### src/rtl/xor_accum_multi.sv
// Multi-channel XOR accumulator: CH channel states fold both parties' inputs each accepted beat.
// Optional macro XOR_ACCUM_ROT_EN rotates each channel state left by one before folding.
module xor_accum_multi #(
  parameter int W  = 8,
  parameter int CH = 3,
  parameter int CC = 16
) (
  input  logic                      clk,
  input  logic                      rst,
  input  logic [CH*W-1:0]           p_init,
  input  logic [CH*W-1:0]           g_init,
  input  logic [CH*W-1:0]           p_input,
  input  logic [CH*W-1:0]           g_input,
  input  logic                      in_valid,
  output logic [CH*W-1:0]           acc,
  output logic [W-1:0]              o,
  output logic                      o_valid,
  output logic [$clog2(CC+1)-1:0]   count,
  output logic                      done
);

  localparam int CW = $clog2(CC + 1);

  typedef enum logic {
    S_RUN  = 1'b0,
    S_DONE = 1'b1
  } state_t;

  state_t            r_state;
  state_t            w_stateNext;
  logic [CH*W-1:0]   r_acc;
  logic [W-1:0]      r_o;
  logic              r_oValid;
  logic [CW-1:0]     r_count;
  logic              w_accept;
  logic              w_lastBeat;
  logic [CH*W-1:0]   w_accNext;
  logic [W-1:0]      w_oNext;

  // The shift form degenerates to identity for W=1 without an out-of-range slice.
  function automatic logic [W-1:0] fStep(input logic [W-1:0] x);
`ifdef XOR_ACCUM_ROT_EN
    return (x << 1) | (x >> (W - 1));
`else
    return x;
`endif
  endfunction

  assign w_accept   = in_valid & (r_state == S_RUN) & ~rst;
  assign w_lastBeat = (r_count == CW'(CC - 1));

  always_comb begin
    w_accNext = '0;
    w_oNext   = '0;
    for (int c = 0; c < CH; c++) begin
      w_accNext[c*W +: W] = fStep(r_acc[c*W +: W]) ^ p_input[c*W +: W] ^ g_input[c*W +: W];
      w_oNext             = w_oNext ^ w_accNext[c*W +: W];
    end
  end

  always_comb begin
    w_stateNext = r_state;
    if (w_accept && w_lastBeat) begin
      w_stateNext = S_DONE;
    end
  end

  always_ff @(posedge clk) begin
    if (rst) begin
      r_state <= S_RUN;
    end else begin
      r_state <= w_stateNext;
    end
  end

  // Reset loads both parties' init words; o_valid mirrors acceptance one edge late.
  always_ff @(posedge clk) begin
    if (rst) begin
      r_acc    <= p_init ^ g_init;
      r_o      <= '0;
      r_oValid <= 1'b0;
      r_count  <= '0;
    end else begin
      r_oValid <= w_accept;
      if (w_accept) begin
        r_acc   <= w_accNext;
        r_o     <= w_oNext;
        r_count <= r_count + 1'b1;
      end
    end
  end

  assign acc     = r_acc;
  assign o       = r_o;
  assign o_valid = r_oValid;
  assign count   = r_count;
  assign done    = (r_state == S_DONE);

endmodule
### config.mk
export PLATFORM = sky130hd
export DESIGN_NAME = xor_accum_multi
export DESIGN_NICKNAME = d
export VERILOG_FILES = /design/src/rtl/xor_accum_multi.sv
export SDC_FILE = /design/constraint.sdc
export NUM_CORES = 1
export LEC_CHECK = 0
export BUFFER_PORTS_ARGS = -buffer_cell sky130_fd_sc_hd__buf_4
export CAP_MARGIN = 30
export CORE_MARGIN = 8
export CORE_UTILIZATION = 45
export CTS_BUF_LIST = sky130_fd_sc_hd__clkbuf_4
export DETAILED_ROUTE_END_ITERATION = 10
export GPL_TIMING_DRIVEN = 0
export HOLD_SLACK_MARGIN = 0.06
export PLACE_DENSITY = 0.92
export SLEW_MARGIN = 20
export SYNTH_ARGS = -nofsm -noshare
export SYNTH_HDL_FRONTEND = slang
export SYNTH_SLANG_ARGS = --single-unit
export TNS_END_PERCENT = 10
### constraint.sdc
create_clock -name clk -period 2.15 [get_ports clk]
set_input_delay 0.43 -clock clk [delete_from_list [all_inputs] [get_ports clk]]
set_output_delay 0.43 -clock clk [all_outputs]
set_load 0.1 [all_outputs]
==> flow_metrics.tcl <==
set metrics [dict create \
    status "finished clean" \
    hold_depth 3 \
    worstMarginPinSlew_ns 0.685 \
    io_buffer_count 137 \
    finalHoldViolCount 0 \
    r2r_setup_slack_ns 0.13 \
    die_area_sq_um 7890 \
    rsz0062_at_grt "no" \
    numCtsBuffers 5 \
    drt_iter0_drc 102 \
    drc_errors 0 \
    leakage_nw 1.74 \
    cts_max_level 2 \
    drive_above_1_share 0.414 \
    yosysSeqAreaShare 0.428 \
    setup_viol 0 \
    antennaDiodeCount 0 \
    cts_tree "done" \
    cts.sinks 39 \
    core-area_sq_um 5110 \
    grt_pass1_vias 2403 \
    fp-row-count 26 \
    regToRegStartpoint "done" \
    cp.required_ns 2.16 \
    skew_ns 0.0171 \
    cts_root_buf "clkbuf_4" \
    fmax_mhz 495 \
    ys_top_cells_by_area "edfxtp_1 30%, xor2_1 15%, xnor3_1 14%" \
    syn_area_sq_um 2390 \
    grt_pass1_wl_um 11200 \
    drv_cap 0 \
    cp-start-kind "flop" \
    post_drt_wl_per_cell_um 17.7 \
    post-route-period-util 0.940 \
    area_growth_pct 49.7 \
    arrival_ns 2.03 \
    reg2reg_depth 4 \
    routed_wl_um 7590 \
    dpl.hpwl_um 5940 \
    ys_ff_latch 39 \
    p_per_area_nw_per_um2 895 \
    syn_nets 316 \
    first_pass_iters 4 \
    min_path_type "in -> reg" \
    grt_usage 0.187 \
    postSynthCellCount 215 \
    whs_ns 0.339 \
    synth_area_per_cell_sq_um 11.1 \
    grt_max_degree 25 \
    grt_overflow_total 0 \
    slew_headroom 0.542 \
    fin_util 0.699 \
    min_from "in_valid" \
    worstSkewPairLatency_ns 0.34 \
    worstSetupEndpointType "flop" \
    die_y_um 88.8 \
    initial_core_util 0.467 \
    clkTransAtPathRegs_ns 0.11 \
    ant_nets 0 \
    tns_ns 0 \
    yosys.area.top_type "edfxtp_1" \
    yosysWarnings 0 \
    crit_type "reg -> reg" \
    ys_types 22 \
    slew_viol_final 0 \
    critPathMaxFanout 24 \
    fin_nets 460 \
    timing.final.crit_period_ns 2.02 \
    irDropWorstVdd_uv 452 \
    hold_path_end "done" \
    vias 2178 \
    cts_max_path_buffers 2 \
    r2r_end "acc[20]" \
    antenna_found_initial 0 \
    hold_buffers 0 \
    fp.dieW_um 88.8 \
    place.gp.congestion 0.755 \
    viasPerCell 5.07 \
    pin_count 138 \
    synth_top_cell_area_share 0.302 \
]
## synthesized netlist by cell type (all sizes together)
master,n
a211oi,1
or4,8
inv,1
nand3,16
xnor2,9
and3,1
nor2,6
xnor3,16
ha,2
a21oi,2
edfxtp,24
nand4,1
nand2b,2
buf,1
nor2b,1
clkbuf,8
xor2,42
nand3b,8
nand2,27
dfxtp,15
o21ai,24
## kinds of logic after synthesis
kind of cell / Yosys count / synth area share
and+or+nand+nor: 70 / 0.149
xor gates and xnor gates: 67 / 0.339
DFF: 39 / 0.428
AOI/OAI and AO/OA: 27 / 0.0577
buffers and inverters: 10 / 0.0163
adders and majority gates: 2 / 0.0105
## worst max-delay path: stages, from the launching register on
cell and delay, ns:
dfxtp_2 0.37, nand2b_1 0.10, clkbuf_1 0.34, clkbuf_1 0.53, nand2b_4 0.35
## state kept, by name, summed over array words and instances, names as in the netlist
register and flops:
o_valid 1, acc 24, count 5, o 8, done 1
## report_power, final
| part | total [W] | internal (W) | switching, W |
|---|---|---|---|
| Sequential | 0.00103 | 0.000941 | 0.0000855 |
| Clock | 0.000409 | 0.000169 | 0.000241 |
| Combinational | 0.00176 | 0.000534 | 0.00123 |
| Total | 0.00320 | 0.00164 | 0.00155 |
## cell type report
cell class | count | area [sq um]
Multi-Input combinational cell | 166 | 1330
Sequential cell | 39 | 1020
Inverter | 1 | 3.75
Clock buffer | 8 | 60.1
Buffer | 9 | 35.0
Fill cell | 398 | 1540
Tap cell | 70 | 87.6
Timing Repair Buffer | 137 | 1030
## how the worst max path moves through the flow
| stage | start | endpoint | slack, ns | cells after the start |
|---|---|---|---|---|
| 2_1_floorplan | acc[8] | o[0] | 0.04 | 4 |
| 3_3_place_gp | in_valid | acc[11] | -0.19 | 5 |
| 3_5_place_dp | in_valid | acc[2] | -0.22 | 5 |
| 4_1_cts | done | acc[18] | 0.15 | 4 |
| 5_1_grt | done | acc[9] | 0.05 | 4 |
| 6_report | done | acc[20] | 0.13 | 4 |
## per-layer routing
layer	vias to the layer above	GRT usage	part of all wire
li1	1043	-	-
met5	-	0	0
met3	10	0.0520	0.095
met4	0	0.0829	0.018
met1	1013	0.184	0.35
met2	112	0.352	0.54
## metrics by stage
| stage | worst slack (ns) | cell area (sq um) | power [W] | instances |
|---|---|---|---|---|
| final | 0.130 | 3570 | 0.00320 | 430 |
| after global routing | 0.0474 | 3570 | 0.00332 | 430 |
| after CTS | 0.149 | 3570 | 0.00321 | 430 |
| after detailed placement | -0.223 | 3510 | 0.00280 | 422 |
| after global placement | -0.192 | 3510 | 0.00276 | 422 |
| after floorplan | 0.0352 | 2390 | 0.00235 | 215 |
## cell usage in the layout, fill, tap and decap left out
cell and n:
nand2b_1 1, edfxtp_1 24, nand3_1 16, xor2_1 42, clkbuf_1 8, and3_1 1
nor2_1 6, a21oi_1 2, nand3b_1 8, buf_4 137, nand2_1 27, nand2b_4 1
nand4_1 1, xnor2_1 9, or4_1 8, dfxtp_2 1, a211oi_1 1, ha_1 2
clkbuf_4 8, o21ai_0 24, dfxtp_1 14, buf_2 1, inv_1 1, xnor3_2 1
nor2b_1 1, xnor3_1 15
## repair_timing
item                       in CTS  in global routing
resized for setup               1                  0
buffers inserted                0                  0
setup endpoints to repair      24                  0
Power figures use the tool's default switching activity.
